--- config.mk ---
export PLATFORM = sky130hd
export DESIGN_NAME = seq_divider
export DESIGN_NICKNAME = d
export VERILOG_FILES = /design/src/rtl/seq_divider.sv
export SDC_FILE = /design/constraint.sdc
export NUM_CORES = 1
export LEC_CHECK = 0
export BUFFER_PORTS_ARGS = -buffer_cell sky130_fd_sc_hd__buf_2
export CORE_UTILIZATION = 60
export DETAILED_ROUTE_END_ITERATION = 8
export PLACE_DENSITY_LB_ADDON = 0.08
export REMOVE_ABC_BUFFERS = 1
export SLEW_MARGIN = 10
export SYNTH_ARGS = -nofsm -noshare
export SYNTH_HDL_FRONTEND = slang
export SYNTH_SLANG_ARGS = --single-unit
--- constraint.sdc ---
create_clock -name clock -period 8.3 [get_ports clock]
set_clock_uncertainty 0.1 [all_clocks]
set_input_delay 2.49 -clock clock [delete_from_list [all_inputs] [get_ports clock]]
set_output_delay 2.49 -clock clock [all_outputs]
set_load 0.02 [all_outputs]
--- src/rtl/seq_divider.sv ---
// Radix-2 restoring integer divider, one quotient bit per clock, signed or unsigned per operation.
// Optional SEQ_DIVIDER_EARLY_OUT_EN: skip iteration when |dividend| < |divisor|.
module seq_divider #(
  parameter int WIDTH = 32
) (
  input  logic             clock,
  input  logic             reset,
  input  logic             start,
  input  logic             is_signed,
  input  logic [WIDTH-1:0] dividend,
  input  logic [WIDTH-1:0] divisor,
  output logic             busy,
  output logic             done,
  output logic             dbz,
  output logic [WIDTH-1:0] q,
  output logic [WIDTH-1:0] r
);

  localparam int CNT_W = $clog2(WIDTH) + 1;

  typedef enum logic [1:0] {S_IDLE, S_CALC, S_FIX} state_t;

  state_t             state_q, state_d;
  logic [CNT_W-1:0]   cnt_q, cnt_d;
  logic [WIDTH-1:0]   rem_q, rem_d;
  logic [WIDTH-1:0]   quo_q, quo_d;
  logic [WIDTH-1:0]   dvs_q, dvs_d;
  logic               q_neg_q, q_neg_d;
  logic               r_neg_q, r_neg_d;
  logic               dbz_pend_q, dbz_pend_d;
  logic               busy_q, busy_d;
  logic               done_q, done_d;
  logic               dbz_q, dbz_d;
  logic [WIDTH-1:0]   q_res_q, q_res_d;
  logic [WIDTH-1:0]   r_res_q, r_res_d;

  logic [WIDTH-1:0]   dd_mag;
  logic [WIDTH-1:0]   dv_mag;
  logic [WIDTH:0]     trial;

  assign dd_mag = (is_signed && dividend[WIDTH-1]) ? (~dividend + 1'b1) : dividend;
  assign dv_mag = (is_signed && divisor[WIDTH-1])  ? (~divisor + 1'b1)  : divisor;

  // One extra bit: the shifted remainder can exceed WIDTH bits before subtraction.
  assign trial = {rem_q, quo_q[WIDTH-1]} - {1'b0, dvs_q};

  always_comb begin
    state_d    = state_q;
    cnt_d      = cnt_q;
    rem_d      = rem_q;
    quo_d      = quo_q;
    dvs_d      = dvs_q;
    q_neg_d    = q_neg_q;
    r_neg_d    = r_neg_q;
    dbz_pend_d = dbz_pend_q;
    busy_d     = busy_q;
    done_d     = 1'b0;
    dbz_d      = dbz_q;
    q_res_d    = q_res_q;
    r_res_d    = r_res_q;

    case (state_q)
      S_IDLE: begin
        if (start) begin
          busy_d     = 1'b1;
          cnt_d      = '0;
          dvs_d      = dv_mag;
          q_neg_d    = is_signed & (dividend[WIDTH-1] ^ divisor[WIDTH-1]);
          r_neg_d    = is_signed & dividend[WIDTH-1];
          rem_d      = '0;
          quo_d      = dd_mag;
          dbz_pend_d = (divisor == '0);
          // Zero divisor: remainder path re-applies the dividend sign, reproducing the raw dividend.
          if (divisor == '0) begin
            rem_d   = dd_mag;
            state_d = S_FIX;
          end
`ifdef SEQ_DIVIDER_EARLY_OUT_EN
          else if (dd_mag < dv_mag) begin
            rem_d   = dd_mag;
            quo_d   = '0;
            state_d = S_FIX;
          end
`endif
          else begin
            state_d = S_CALC;
          end
        end
      end

      S_CALC: begin
        if (!trial[WIDTH]) begin
          rem_d = trial[WIDTH-1:0];
          quo_d = {quo_q[WIDTH-2:0], 1'b1};
        end else begin
          rem_d = {rem_q[WIDTH-2:0], quo_q[WIDTH-1]};
          quo_d = {quo_q[WIDTH-2:0], 1'b0};
        end
        cnt_d = cnt_q + 1'b1;
        if (cnt_q == CNT_W'(WIDTH - 1)) begin
          state_d = S_FIX;
        end
      end

      S_FIX: begin
        q_res_d = dbz_pend_q ? '1 : (q_neg_q ? (~quo_q + 1'b1) : quo_q);
        r_res_d = r_neg_q ? (~rem_q + 1'b1) : rem_q;
        dbz_d   = dbz_pend_q;
        done_d  = 1'b1;
        busy_d  = 1'b0;
        state_d = S_IDLE;
      end

      default: begin
        state_d = S_IDLE;
        busy_d  = 1'b0;
      end
    endcase
  end

  always_ff @(posedge clock or posedge reset) begin
    if (reset) begin
      state_q    <= S_IDLE;
      cnt_q      <= '0;
      rem_q      <= '0;
      quo_q      <= '0;
      dvs_q      <= '0;
      q_neg_q    <= 1'b0;
      r_neg_q    <= 1'b0;
      dbz_pend_q <= 1'b0;
      busy_q     <= 1'b0;
      done_q     <= 1'b0;
      dbz_q      <= 1'b0;
      q_res_q    <= '0;
      r_res_q    <= '0;
    end else begin
      state_q    <= state_d;
      cnt_q      <= cnt_d;
      rem_q      <= rem_d;
      quo_q      <= quo_d;
      dvs_q      <= dvs_d;
      q_neg_q    <= q_neg_d;
      r_neg_q    <= r_neg_d;
      dbz_pend_q <= dbz_pend_d;
      busy_q     <= busy_d;
      done_q     <= done_d;
      dbz_q      <= dbz_d;
      q_res_q    <= q_res_d;
      r_res_q    <= r_res_d;
    end
  end

  assign busy = busy_q;
  assign done = done_q;
  assign dbz  = dbz_q;
  assign q    = q_res_q;
  assign r    = r_res_q;

endmodule
# ---- Yosys cells after proc, flatten, opt, wreduce, memory -nomap -nowiden
# Index checks and enable logic that the tools add are counted.
dict set report op_classes {
  n_reduce_logical 9
  n_addsub 6
  bitwise_logic 8
  eq_ne 5
  n_mux 21
}
# cell n
set ops {}
lappend ops {{32-bit 2-to-1 mux} 9}
lappend ops {{32-bit by 1-bit adder with 32-bit output, second input constant} 4}
lappend ops {{32-bit inverter} 4}
lappend ops {{32-bit one-hot mux with 2 select lines} 2}
lappend ops {{33-bit by 32-bit subtractor with 33-bit output} 1}
lappend ops {{32-bit logical NOT} 1}
lappend ops {{6-bit one-hot mux with 2 select lines} 1}
lappend ops {{2-bit AND reduction} 4}
lappend ops {{6-bit by 1-bit adder with 6-bit output, second input constant} 1}
lappend ops {{6-bit by 5-bit == test with 1-bit output, second input constant} 1}
lappend ops {{2-bit 2-to-1 mux} 3}
lappend ops {{6-bit 2-to-1 mux} 1}
lappend ops {{2-bit inequality test, second input constant} 2}
lappend ops {{2-bit one-hot mux with 2 select lines} 1}
lappend ops {{1-bit 2-to-1 mux} 3}
lappend ops {{1-bit AND} 2}
lappend ops {{2-bit by 1-bit == test with 1-bit output, second input constant} 1}
lappend ops {{2-bit == test, second input constant} 1}
lappend ops {{1-bit logical AND} 2}
lappend ops {{2-bit logical NOT} 1}
lappend ops {{1-bit one-hot mux with 2 select lines} 1}
lappend ops {{2-bit nonzero test} 1}
lappend ops {{1-bit inverter} 1}
lappend ops {{1-bit XOR} 1}
dict set report totals {
  input_bits 68
  ff_bits 174
  wordCells 62
  output_inout_bits 67
}

# ---- Longest topological paths before layout
# Gate-level depths: netlist (run 1).
dict set report depth {
  word_depth 6
  depth_mapped 13
  ltp_nobuf 12
}

# ---- Worst setup path before layout (run 1)
# OpenSTA, ideal clock, no wires.
dict set report synth_path {
  path_type {input to register}
  startpoint {input divisor[9]}
  endpoint {register rem_q[27]}
  setup_ns 0.090
  setup_slack_ns 3.433
  t_required_ns 8.110
  cell_stages 9
  n_path_buf 2
  arrival_time_ns 4.677
  path_cell_list {or4_1 nor4_1 nand3_1 nor2_1 and3_1 buf_2 buf_2 nand2_1 o221ai_1}
}
dict set report synth_between {
  elab_chain_len 4
}
# item line
set synth_rtl {}
lappend synth_rtl {{from (decl)} 11} ;# input logic [WIDTH-1:0] divisor,
lappend synth_rtl {{32-bit logical NOT} 74} ;# if (divisor == '0) begin
lappend synth_rtl {{32-bit 2-to-1 mux} 74}
lappend synth_rtl {{32-bit 2-to-1 mux} 64} ;# if (start) begin
lappend synth_rtl {{32-bit one-hot mux with 2 select lines} 62} ;# case (state_q)
lappend synth_rtl {{to (signal assigned)} 139} ;# rem_q <= rem_d;
lappend synth_rtl {{to (decl)} 25} ;# logic [WIDTH-1:0] rem_q, rem_d;
# No other way between the ends. The select of a mux whose other input is x is not followed.
# A chain may end at the register's enable or synchronous reset.

# ---- Worst setup path in the final report (run 1)
dict set report layout_path {
  startpoint {input divisor[3]}
  endpoint {register rem_q[27]}
}
# Same word-level chain as after synthesis.

==> reports/summary.txt, run 1 <==
Slew margin rel. - 24.94%
CTS root buf - clkbuf_16
# DRC - 0
R2R setup slack - 4.32 ns
Total Power - 5.663 mW
Crit Reg-Reg Startpoint - quo_q[31]$_DFFE_PP0P_
End of the worst hold path - q[0]$_DFFE_PP0P_
Fmax - 180.5 MHz
Reg2Reg Depth - 12
Leading cell types in the layout, fill and taps excluded - 182 x nand2_1, 174 x dfrtp_1, 150 x o21ai_0
Max cap viols - 0
# IOs - 135
Cells on Worst Hold Path - 2
Syn Inst Count - 1,395
Pre-CTS setup slack - 2.356 ns
Gr usage total - 30.91%
Largest net degree at the start of global routing - 75
Most common cell after layout, fill and taps aside - nand2_1
PwrDens - 441.4 mW/mm²
Die area - 0.01969 mm²
Routed WL - 28,990 µm
Starting DRT DRC Count - 839
Max FO, Critical Path - 25
Core Area - 0.01871 mm²
Initial DRT Pass Iterations - 6
Worst Path Required - 8.55 ns
Cts repair resizes - 0
Post-route minimum period - 5.541 ns
Vias in the first global route - 9,483
Period utilization - 66.75%
Fraction of final layout cells sized beyond drive strength 1 - 13.27%
First-pass GRT wire length - 48,050 µm
Rows - 50
Routed WL per cell - 16.71 µm
Final Setup Violations - 0
Number of flops mapped to enable cells by yosys - 0
Die X - 140.3 µm
Worst setup margin - 2.759 ns
CTS buffer count - 17
Hold violation count in the final report - 0
Status - complete, no violations
HP Class - reg -> reg
DRT antenna net count - 0
# hold bufs at CTS - 0
Vias - 10,330
Reg clk slew, reported paths - 0.07 ns
Max rail drop VDD - 0.0002497 V
Post-CTS setup buffers - 0
Vias per Instance - 5.956
Max-slew violations - 0
RR Endpoint - rem_q[27]$_DFFE_PP0P_
Starting Density - 61.36%
Crit end category - register
Setup_tns - 0 ns
Static Leak - 5.742 nW
Sequential area share after synthesis - 37.94%
Crit path DAT - 5.79 ns
CTS tree - yes
Port bufs - 134
H-tree Lvls - 4
Clk_lat worst skew - 0.44 ns
GR Overflow Total - 0
Synth warn - 0
Clk buf depth - 2
Measured slew at the worst slew-check pin - 1.126 ns
Final #Nets - 1,593
Die height - 140.3 µm
Async SR Flop Fraction - 100.0%
Initial antenna violation count - 1
Synth Register Bits - 174
Synth Area per Inst - 8.227 µm²
Clock sinks - 174
GPL Wtd Cong - 0.9463
HPWL Detailed - 21,520 µm
Startpoint Class - primary input
Post-Synthesis Cell Area - 0.01148 mm²
RSZ-0062 raised after global routing - false
Unique masters post-synth - 61
Most used DFF post-synth - dfrtp_1
Critical path class - in -> reg
Hold Startpoint - q[0]$_DFFE_PP0P_
Area Overhead vs Synth - 11.78%
[kinds of logic (layout without fill, tap and decap cells)]
family	Yosys count	after routing	share of synthesized area [%]
xor gates and xnor gates	142	142	10.84
DFF	174	174	37.94
buffers and inverters	128	233	4.241
AOI/OAI and AO/OA	429	429	22.23
other	0	1	0
muxes	24	24	2.115
adders and majority gates	38	38	4.208
and+or+nand+nor	460	460	18.43
[synthesized netlist by cell type, types with 12 or more instances]
master / n / area [µm²]
a21o_1: 15 / 112.6
a31oi_1: 18 / 112.6
o21ai_0: 150 / 750.7
nand2b_1: 12 / 75.07
xor2_1: 91 / 797.0
o31ai_1: 33 / 247.7
xnor2_1: 51 / 446.7
mux2i_1: 22 / 220.2
nor3_1: 26 / 130.1
nand3_1: 22 / 110.1
nand2_1: 182 / 683.2
ha_1: 37 / 462.9
nor2b_1: 16 / 100.1
dfrtp_1: 174 / 4354
inv_1: 54 / 202.7
nor2_1: 128 / 480.5
a21oi_1: 134 / 670.6
clkbuf_1: 60 / 225.2
[final cells by class]
class                      instances  area (µm²)
tap                              234       292.8
multi-input combinational       1093        6665
antenna                            1       2.502
fill                            1566        5876
clock inverter                    14       110.1
timing repair buffer             147       768.2
sequential                       174        4354
inverter                          54       207.7
clock buffer                      18       429.2
[metrics by stage]
stage | hold WS (ns) | cell area [µm²] | std cells | util, %
finish | 0.3758 | 12830 | 1735 | 68.59
floorplan | 0.3498 | 11190 | 1321 | -
global placement | 0.3546 | 12290 | 1702 | 65.69
CTS | 0.3801 | 12830 | 1734 | 68.58
detailed placement | 0.3655 | 12290 | 1702 | 65.69
global route | 0.4064 | 12830 | 1734 | 68.58
[registers in the layout, indices dropped and copies added (netlist names)]
name        cells
dbz_pend_q      1
rem_q          32
dvs_q          32
r              32
state_q         2
q              32
dbz             1
r_neg_q         1
q_neg_q         1
quo_q          32
busy            1
cnt_q           6
done            1
[how the worst max path moves through the flow]
stage | from | to | slack (ns) | depth (start not counted)
finish | divisor[3] | rem_q[27]$_DFFE_PP0P_ | 2.76 | 8
global route | divisor[3] | rem_q[27]$_DFFE_PP0P_ | 2.45 | 8
CTS | divisor[3] | rem_q[19]$_DFFE_PP0P_ | 2.81 | 8
detailed placement | divisor[3] | rem_q[27]$_DFFE_PP0P_ | 2.36 | 8
global placement | divisor[3] | rem_q[27]$_DFFE_PP0P_ | 2.43 | 8
floorplan | reset | busy$_DFFE_PP0P_ | 0.99 | 1
[per-layer routing]
layer	share of wire (%)	vias to the layer above	wire [µm]	global-route usage (%)
li1	-	5119	-	-
met1	46	4756	13230	43.02
met2	46	403	13280	50.16
met3	6.2	54	1802	4.034
met4	2.3	2	663	9.832
met5	0.041	-	12	0
[critical path, stage by stage]
cell	delay, ns
buf_2	0.13
or4_1	0.55
nor3_1	0.53
nand3_1	0.30
nor2_1	0.44
and3_1	0.89
nand2_1	0.22
o221ai_1	0.23
[report_power, final]
group	total [mW]	switching (mW)	internal, mW
Clock	0.751	0.362	0.389
Combinational	3.22	1.86	1.36
Sequential	1.69	0.461	1.23
Total	5.66	2.68	2.98
(Power assumes the default switching activity.)
==> inputs of run 2 (changes only) <==
- clock period: 8.3 -> 5.1 ns (I/O delays scaled with it)
==> run 2 against run 1 <==
Compared with the run above: global-route usage increased by 0.064 points; utilization increased by 0.51 points; clock power increased by 70%; design area increased by 0.74%; die area unchanged; sequential share of layout area decreased by 0.25 points; critical endpoint is now rem_q[2]$_DFFE_PP0P_; largest power group unchanged.
==> reports/summary.txt, run 2 (synthesis results as in run 1) <==
Status - complete, no violations
Measured slew at the worst slew-check pin - 1.137 ns (+0.01142 ns)
Final Setup Violations - 0 (unchanged)
Gr usage total - 30.97% (+0.064 points)
Die X - 140.3 µm (unchanged)
Die height - 140.3 µm (unchanged)
Most common cell after layout, fill and taps aside - nand2_1
Vias - 10,390 (+0.58%)
DRT antenna net count - 0 (unchanged)
Post-CTS setup buffers - 0 (unchanged)
Crit path max-delay family - compound AO/OA/AOI/OAI gates
HP Class - reg -> reg
Initial antenna violation count - 1 (unchanged)
Hold slack - 0.3745 ns (-0.001385 ns)
Max rail drop VDD - 0.0002808 V (+12%)
GR Overflow Total - 0 (unchanged)
Dpl cells - 1,708 (+0.35%)
Worst Path Required - 5.31 ns (-3.24 ns)
Fraction of final layout cells sized beyond drive strength 1 - 13.68% (+0.41 points)
Peak per-stage delay on the critical path - 0.60 ns (-0.29 ns)
Max-slew violations - 0 (unchanged)
Max cap viols - 0 (unchanged)
Routed WL - 29,190 µm (+0.69%)
Startpoint Class - register
CTS tree - yes
Initial DRT Pass Iterations - 5 (-1)
GPL Wtd Cong - 0.9573 (+1.2%)
Die area - 0.01969 mm² (unchanged)
Period utilization - 79.58%
Reg clk slew, reported paths - 0.07 ns (about the same)
Buf/Inv on CP - 2 (+1)
CTS buffer count - 17 (unchanged)
Port bufs - 134 (unchanged)
Routed WL per cell - 16.76 µm (+0.35%)
Cts repair resizes - 0 (unchanged)
Static Leak - 5.789 nW (+0.81%)
RSZ-0062 raised after global routing - false
Max FO, Critical Path - 16 (-36%)
Clock sinks - 174 (unchanged)
# DRC - 0 (unchanged)
Starting DRT DRC Count - 654 (-22%)
Crit end category - register
Layout Utilization - 69.10% (+0.51 points)
Crit path DAT - 4.27 ns (-1.52 ns)
Final std cell area, no fill - 0.01292 mm² (+0.74%)
Core Area - 0.01871 mm² (unchanged)
Hold violation count in the final report - 0 (unchanged)
Final cell count without fillers - 1,741 (+0.35%)
Worst path cell trace - inv_1, ha_1, fa_1, nor2b_1, o2111ai_1, a31oi_1, o31ai_1, a21o_1, a211oi_4, buf_4, mux2i_1, o22ai_1
Critical path's slowest cell - a211oi_4
Leading cell types in the layout, fill and taps excluded - 182 x nand2_1, 174 x dfrtp_1, 150 x o21ai_0
Clk buf depth - 2 (unchanged)
CTS root buf - clkbuf_16
Rows - 50 (unchanged)
# hold bufs at CTS - 0 (unchanged)
# IOs - 135 (unchanged)
Clk_lat worst skew - 0.43 ns (about the same)
First-pass GRT wire length - 48,200 µm (+0.32%)
Vias in the first global route - 9,630 (+1.6%)
Slew margin rel. - 24.17% (-0.76 points)
Total Power - 9.349 mW (+65%)
HPWL Detailed - 21,690 µm (+0.81%)
Starting Density - 61.36% (unchanged)
Final #Nets - 1,599 (+0.38%)
Fmax - 246.4 MHz
Largest net degree at the start of global routing - 79 (+5.3%)
Dpl cell area - 0.01235 mm² (+0.47%)
PwrDens - 723.3 mW/mm² (+64%)
Critical path class - reg -> reg
Vias per Instance - 5.970 (+0.23%)
H-tree Lvls - 4 (unchanged)
Post-route minimum period - 4.059 ns
Area Overhead vs Synth - 12.61%
==> run 2: cell count changes in the layout (fill, tap and decap cells not counted), sizes merged <==
cell | before | now
clkinvlp | 3 | 4
clkinv | 5 | 6
bufinv | 0 | 1
inv | 60 | 57
buf | 147 | 153
==> run 2: cell type report <==
class | instances | area, µm²
Clock buffer | 18 | 439.2
Timing Repair Buffer | 153 | 825.8
Antenna cell | 1 | 2.502
Inverter | 54 | 207.7
Tap cell | 234 | 292.8
Multi-Input combinational cell | 1093 | 6665
Sequential cell | 174 | 4354
Clock inverter | 14 | 137.6
Fill cell | 1552 | 5781
==> run 2: report_power, final <==
group | leakage, nW | internal (mW) | switching [mW]
clock network | 0.271 | 0.694 | 0.586
logic | 3.38 | 2.26 | 3.03
registers | 2.14 | 2.01 | 0.775
total | 5.79 | 4.96 | 4.39
==> run 2: worst reg2reg max path: cells and delay by family, from the launching register on <==
kind / cells / cell delay (ns)
DFF: 1 / 0.40
and+or+nand+nor: 1 / 0.18
AOI/OAI and AO/OA: 6 / 1.75
muxes: 1 / 0.30
adders and majority gates: 2 / 0.69
buffers and inverters: 2 / 0.52
==> run 2: metrics by stage <==
| step | setup TNS, ns | setup slack, ns |
|---|---|---|
| after detailed placement | 0 | 0.6867 |
| final | 0 | 1.041 |
| after CTS | 0 | 1.119 |
| after global placement | 0 | 0.8046 |
| after global routing | 0 | 0.8514 |
| after floorplan | -222.74 | -1.247 |
==> run 2: routing by layer <==
metal / GRT usage (%) / share of wire, % / up-vias
li1: - / - / 5123
met1: 42.36 / 45 / 4808
met2: 50.05 / 46 / 400
met3: 4.786 / 6.5 / 61
met4: 11.05 / 2.4 / 2
met5: 0 / 0.031 / -
==> run 2: path summary, 6_finish.rpt <==
path                       cells past startpoint                   from                    to  slack [ns]
setup / recovery                              12  quo_q[31]$_DFFE_PP0P_  rem_q[2]$_DFFE_PP0P_        1.04
hold / removal                                 2        dbz$_DFFE_PP0P_       dbz$_DFFE_PP0P_        0.37
setup reg to reg                              12  quo_q[31]$_DFFE_PP0P_  rem_q[2]$_DFFE_PP0P_        1.04
hold reg to reg                                2        dbz$_DFFE_PP0P_       dbz$_DFFE_PP0P_        0.37
max in group asynchronous                      3                  reset     r[26]$_DFFE_PP0P_        2.93
min in group asynchronous                      2                  reset      q[2]$_DFFE_PP0P_        1.11
==> inputs of run 3 (changes only) <==
- clock period: 5.1 -> 4.2 ns (I/O delays scaled with it)
==> run 3 against run 2 <==
Compared with the run above: routed wire length rose by 2.6%; via count increased by 0.70%; global-route usage increased by 0.48 points; utilization up 0.21 points; first-iteration DRC count grew 34%; clock power up 27%.
==> reports/summary.txt, run 3 (synthesis results as in run 1) <==
Sw Share - 46.98% (about the same)
Leading cell types in the layout, fill and taps excluded - 182 x nand2_1, 174 x dfrtp_1, 150 x o21ai_0
Peak per-stage delay on the critical path - 0.41 ns (-0.19 ns)
Core Area - 0.01871 mm² (unchanged)
Post-CTS setup buffers - 0 (unchanged)
Final std cell area, no fill - 0.01296 mm² (+0.31%)
Die area - 0.01969 mm² (unchanged)
Clock share of power - 14.1% (+0.4 points)
Largest net degree at the start of global routing - 81 (+2.5%)
Antenna diodes - 0 (-1)
Initial DRT Pass Iterations - 5 (unchanged)
Max rail drop VDD - 0.0004423 V (+58%)
Post-route minimum period - 3.781 ns (-0.2774 ns)
Cts repair resizes - 0 (unchanged)
Clk_lat worst skew - 0.43 ns (about the same)
Starting DRT DRC Count - 877 (+34%)
Combinational power share - 56.4% (about the same)
Measured slew at the worst slew-check pin - 1.170 ns (+0.03212 ns)
Vias in the first global route - 9,719 (+0.92%)
H-tree Lvls - 4 (unchanged)
CTS tree - yes
# hold bufs at CTS - 0 (unchanged)
Startpoint Class - register
HPWL Detailed - 22,110 µm (+1.9%)
Max-slew violations - 0 (unchanged)
GR Overflow Total - 0 (unchanged)
Total Power - 11.48 mW (+23%)
Part of the power in registers - 29.5% (-0.3 points)
Max FO, Critical Path - 37 (+21)
PwrDens - 885.2 mW/mm² (+22%)
Crit end category - register
Worst path cell trace - inv_1, ha_1, fa_1, nor2b_1, o2111ai_1, a31oi_1, o31ai_1, a21o_1, a211oi_4, buf_12, and2_1, o31ai_1, o211ai_1
Initial antenna violation count - 0 (-1)
RSZ-0062 raised after global routing - false
GPL Wtd Cong - 0.9811 (+2.5%)
Psw - 5.392 mW (+23%)
Status - complete, no violations
Die height - 140.3 µm (unchanged)
Clk buf depth - 2 (unchanged)
Starting Density - 61.36% (unchanged)
Hold violation count in the final report - 0 (unchanged)
DRT antenna net count - 0 (unchanged)
Gr usage total - 31.45% (+0.48 points)
Vias - 10,470 (+0.70%)
Max cap viols - 0 (unchanged)
Critical path's slowest cell - fa_1
Reg clk slew, reported paths - 0.07 ns (about the same)
Slew margin rel. - 22.03% (-2.1 points)
Static Leak - 5.814 nW (+0.43%)
# DRC - 0 (unchanged)
Area Overhead vs Synth - 12.96%
Vias per Instance - 6.012 (+0.70%)
Port bufs - 134 (unchanged)
Pre-CTS setup slack - 0.1990 ns (-0.4877 ns)
First-pass GRT wire length - 49,340 µm (+2.4%)
CTS root buf - clkbuf_16
Crit path DAT - 4.02 ns (-0.25 ns)
Worst Path Required - 4.44 ns (-0.87 ns)
Final #Nets - 1,600 (+0.063%)
Die X - 140.3 µm (unchanged)
HP Class - reg -> reg
Setup_tns - 0 ns (unchanged)
Clock sinks - 174 (unchanged)
Internal power - 6.085 mW (+23%)
Final Setup Violations - 0 (unchanged)
Worst setup margin - 0.4187 ns (-0.6226 ns)
Fraction of final layout cells sized beyond drive strength 1 - 13.74% (+0.057 points)
Fmax - 264.5 MHz (+7.3%)
Dpl cell area - 0.01237 mm² (+0.16%)
Routed WL per cell - 17.20 µm (+2.6%)
Critical path class - reg -> reg
# IOs - 135 (unchanged)
Rows - 50 (unchanged)
Most used cell, CP - o31ai_1
Most common cell after layout, fill and taps aside - nand2_1
Routed WL - 29,950 µm (+2.6%)
Period utilization - 90.03% (+10 points)
CTS buffer count - 17 (unchanged)
## run 3: cell types whose count changed in the layout (fill, tap and decap cells not counted)
| cell | previous run | this run |
|---|---|---|
| clkinvlp_4 | 4 | 3 |
| clkinv_4 | 5 | 4 |
| diode_2 | 1 | 0 |
| bufinv_16 | 1 | 2 |
| buf_12 | 1 | 2 |
| inv_6 | 3 | 4 |
## run 3: through the flow
stage	cells	hold WS [ns]	util, %
4_1_cts	1741	0.3814	69.31
2_1_floorplan	1321	0.3498	-
6_report	1741	0.3753	69.31
3_5_place_dp	1709	0.3624	66.11
5_1_grt	1741	0.3956	69.31
3_3_place_gp	1709	0.3536	66.11
## run 3: layout make-up
type                       instances  area (µm²)
clock inverter                    14       160.2
clock buffer                      18       439.2
tap                              234       292.8
inverter                          54       207.7
timing repair buffer             154       845.8
fill                            1599        5741
sequential                       174        4354
multi-input combinational       1093        6665
## run 3: power by group through the flow
stage | clock network, mW | logic (mW) | registers, mW
2_1_floorplan | 0 | 4.59 | 3.41
3_3_place_gp | 0 | 6.20 | 3.34
3_5_place_dp | 0 | 6.37 | 3.38
4_1_cts | 1.64 | 6.42 | 3.35
5_1_grt | 1.70 | 7.19 | 3.48
6_report | 1.62 | 6.47 | 3.39
## run 3: per-layer routing
metal  vias up  GRT usage [%]  routed length (µm)
met3        53          3.761                1866
met5         -              0                   0
met4         0          11.45                 720
met1      4897          44.81               13820
met2       416          49.42               13540
li1       5101              -                   -
## run 3: critical path: cells and delay by family, from the launching register on
| family | cells | cell delay [ns] |
|---|---|---|
| AOI/OAI and AO/OA | 7 | 1.55 |
| buffers and inverters | 2 | 0.39 |
| and+or+nand+nor | 2 | 0.55 |
| DFF | 1 | 0.37 |
| adders and majority gates | 2 | 0.70 |
## run 3: final timing paths
check	end	slack, ns	cells after the start	start
worst max-delay path	rem_q[31]$_DFFE_PP0P_	0.42	13	quo_q[31]$_DFFE_PP0P_
worst min-delay path	r[6]$_DFFE_PP0P_	0.38	2	r[6]$_DFFE_PP0P_
worst max register to register	rem_q[31]$_DFFE_PP0P_	0.42	13	quo_q[31]$_DFFE_PP0P_
worst min register to register	r[6]$_DFFE_PP0P_	0.38	2	r[6]$_DFFE_PP0P_
max in group asynchronous	q[22]$_DFFE_PP0P_	2.45	3	reset
min in group asynchronous	dbz$_DFFE_PP0P_	0.76	2	reset
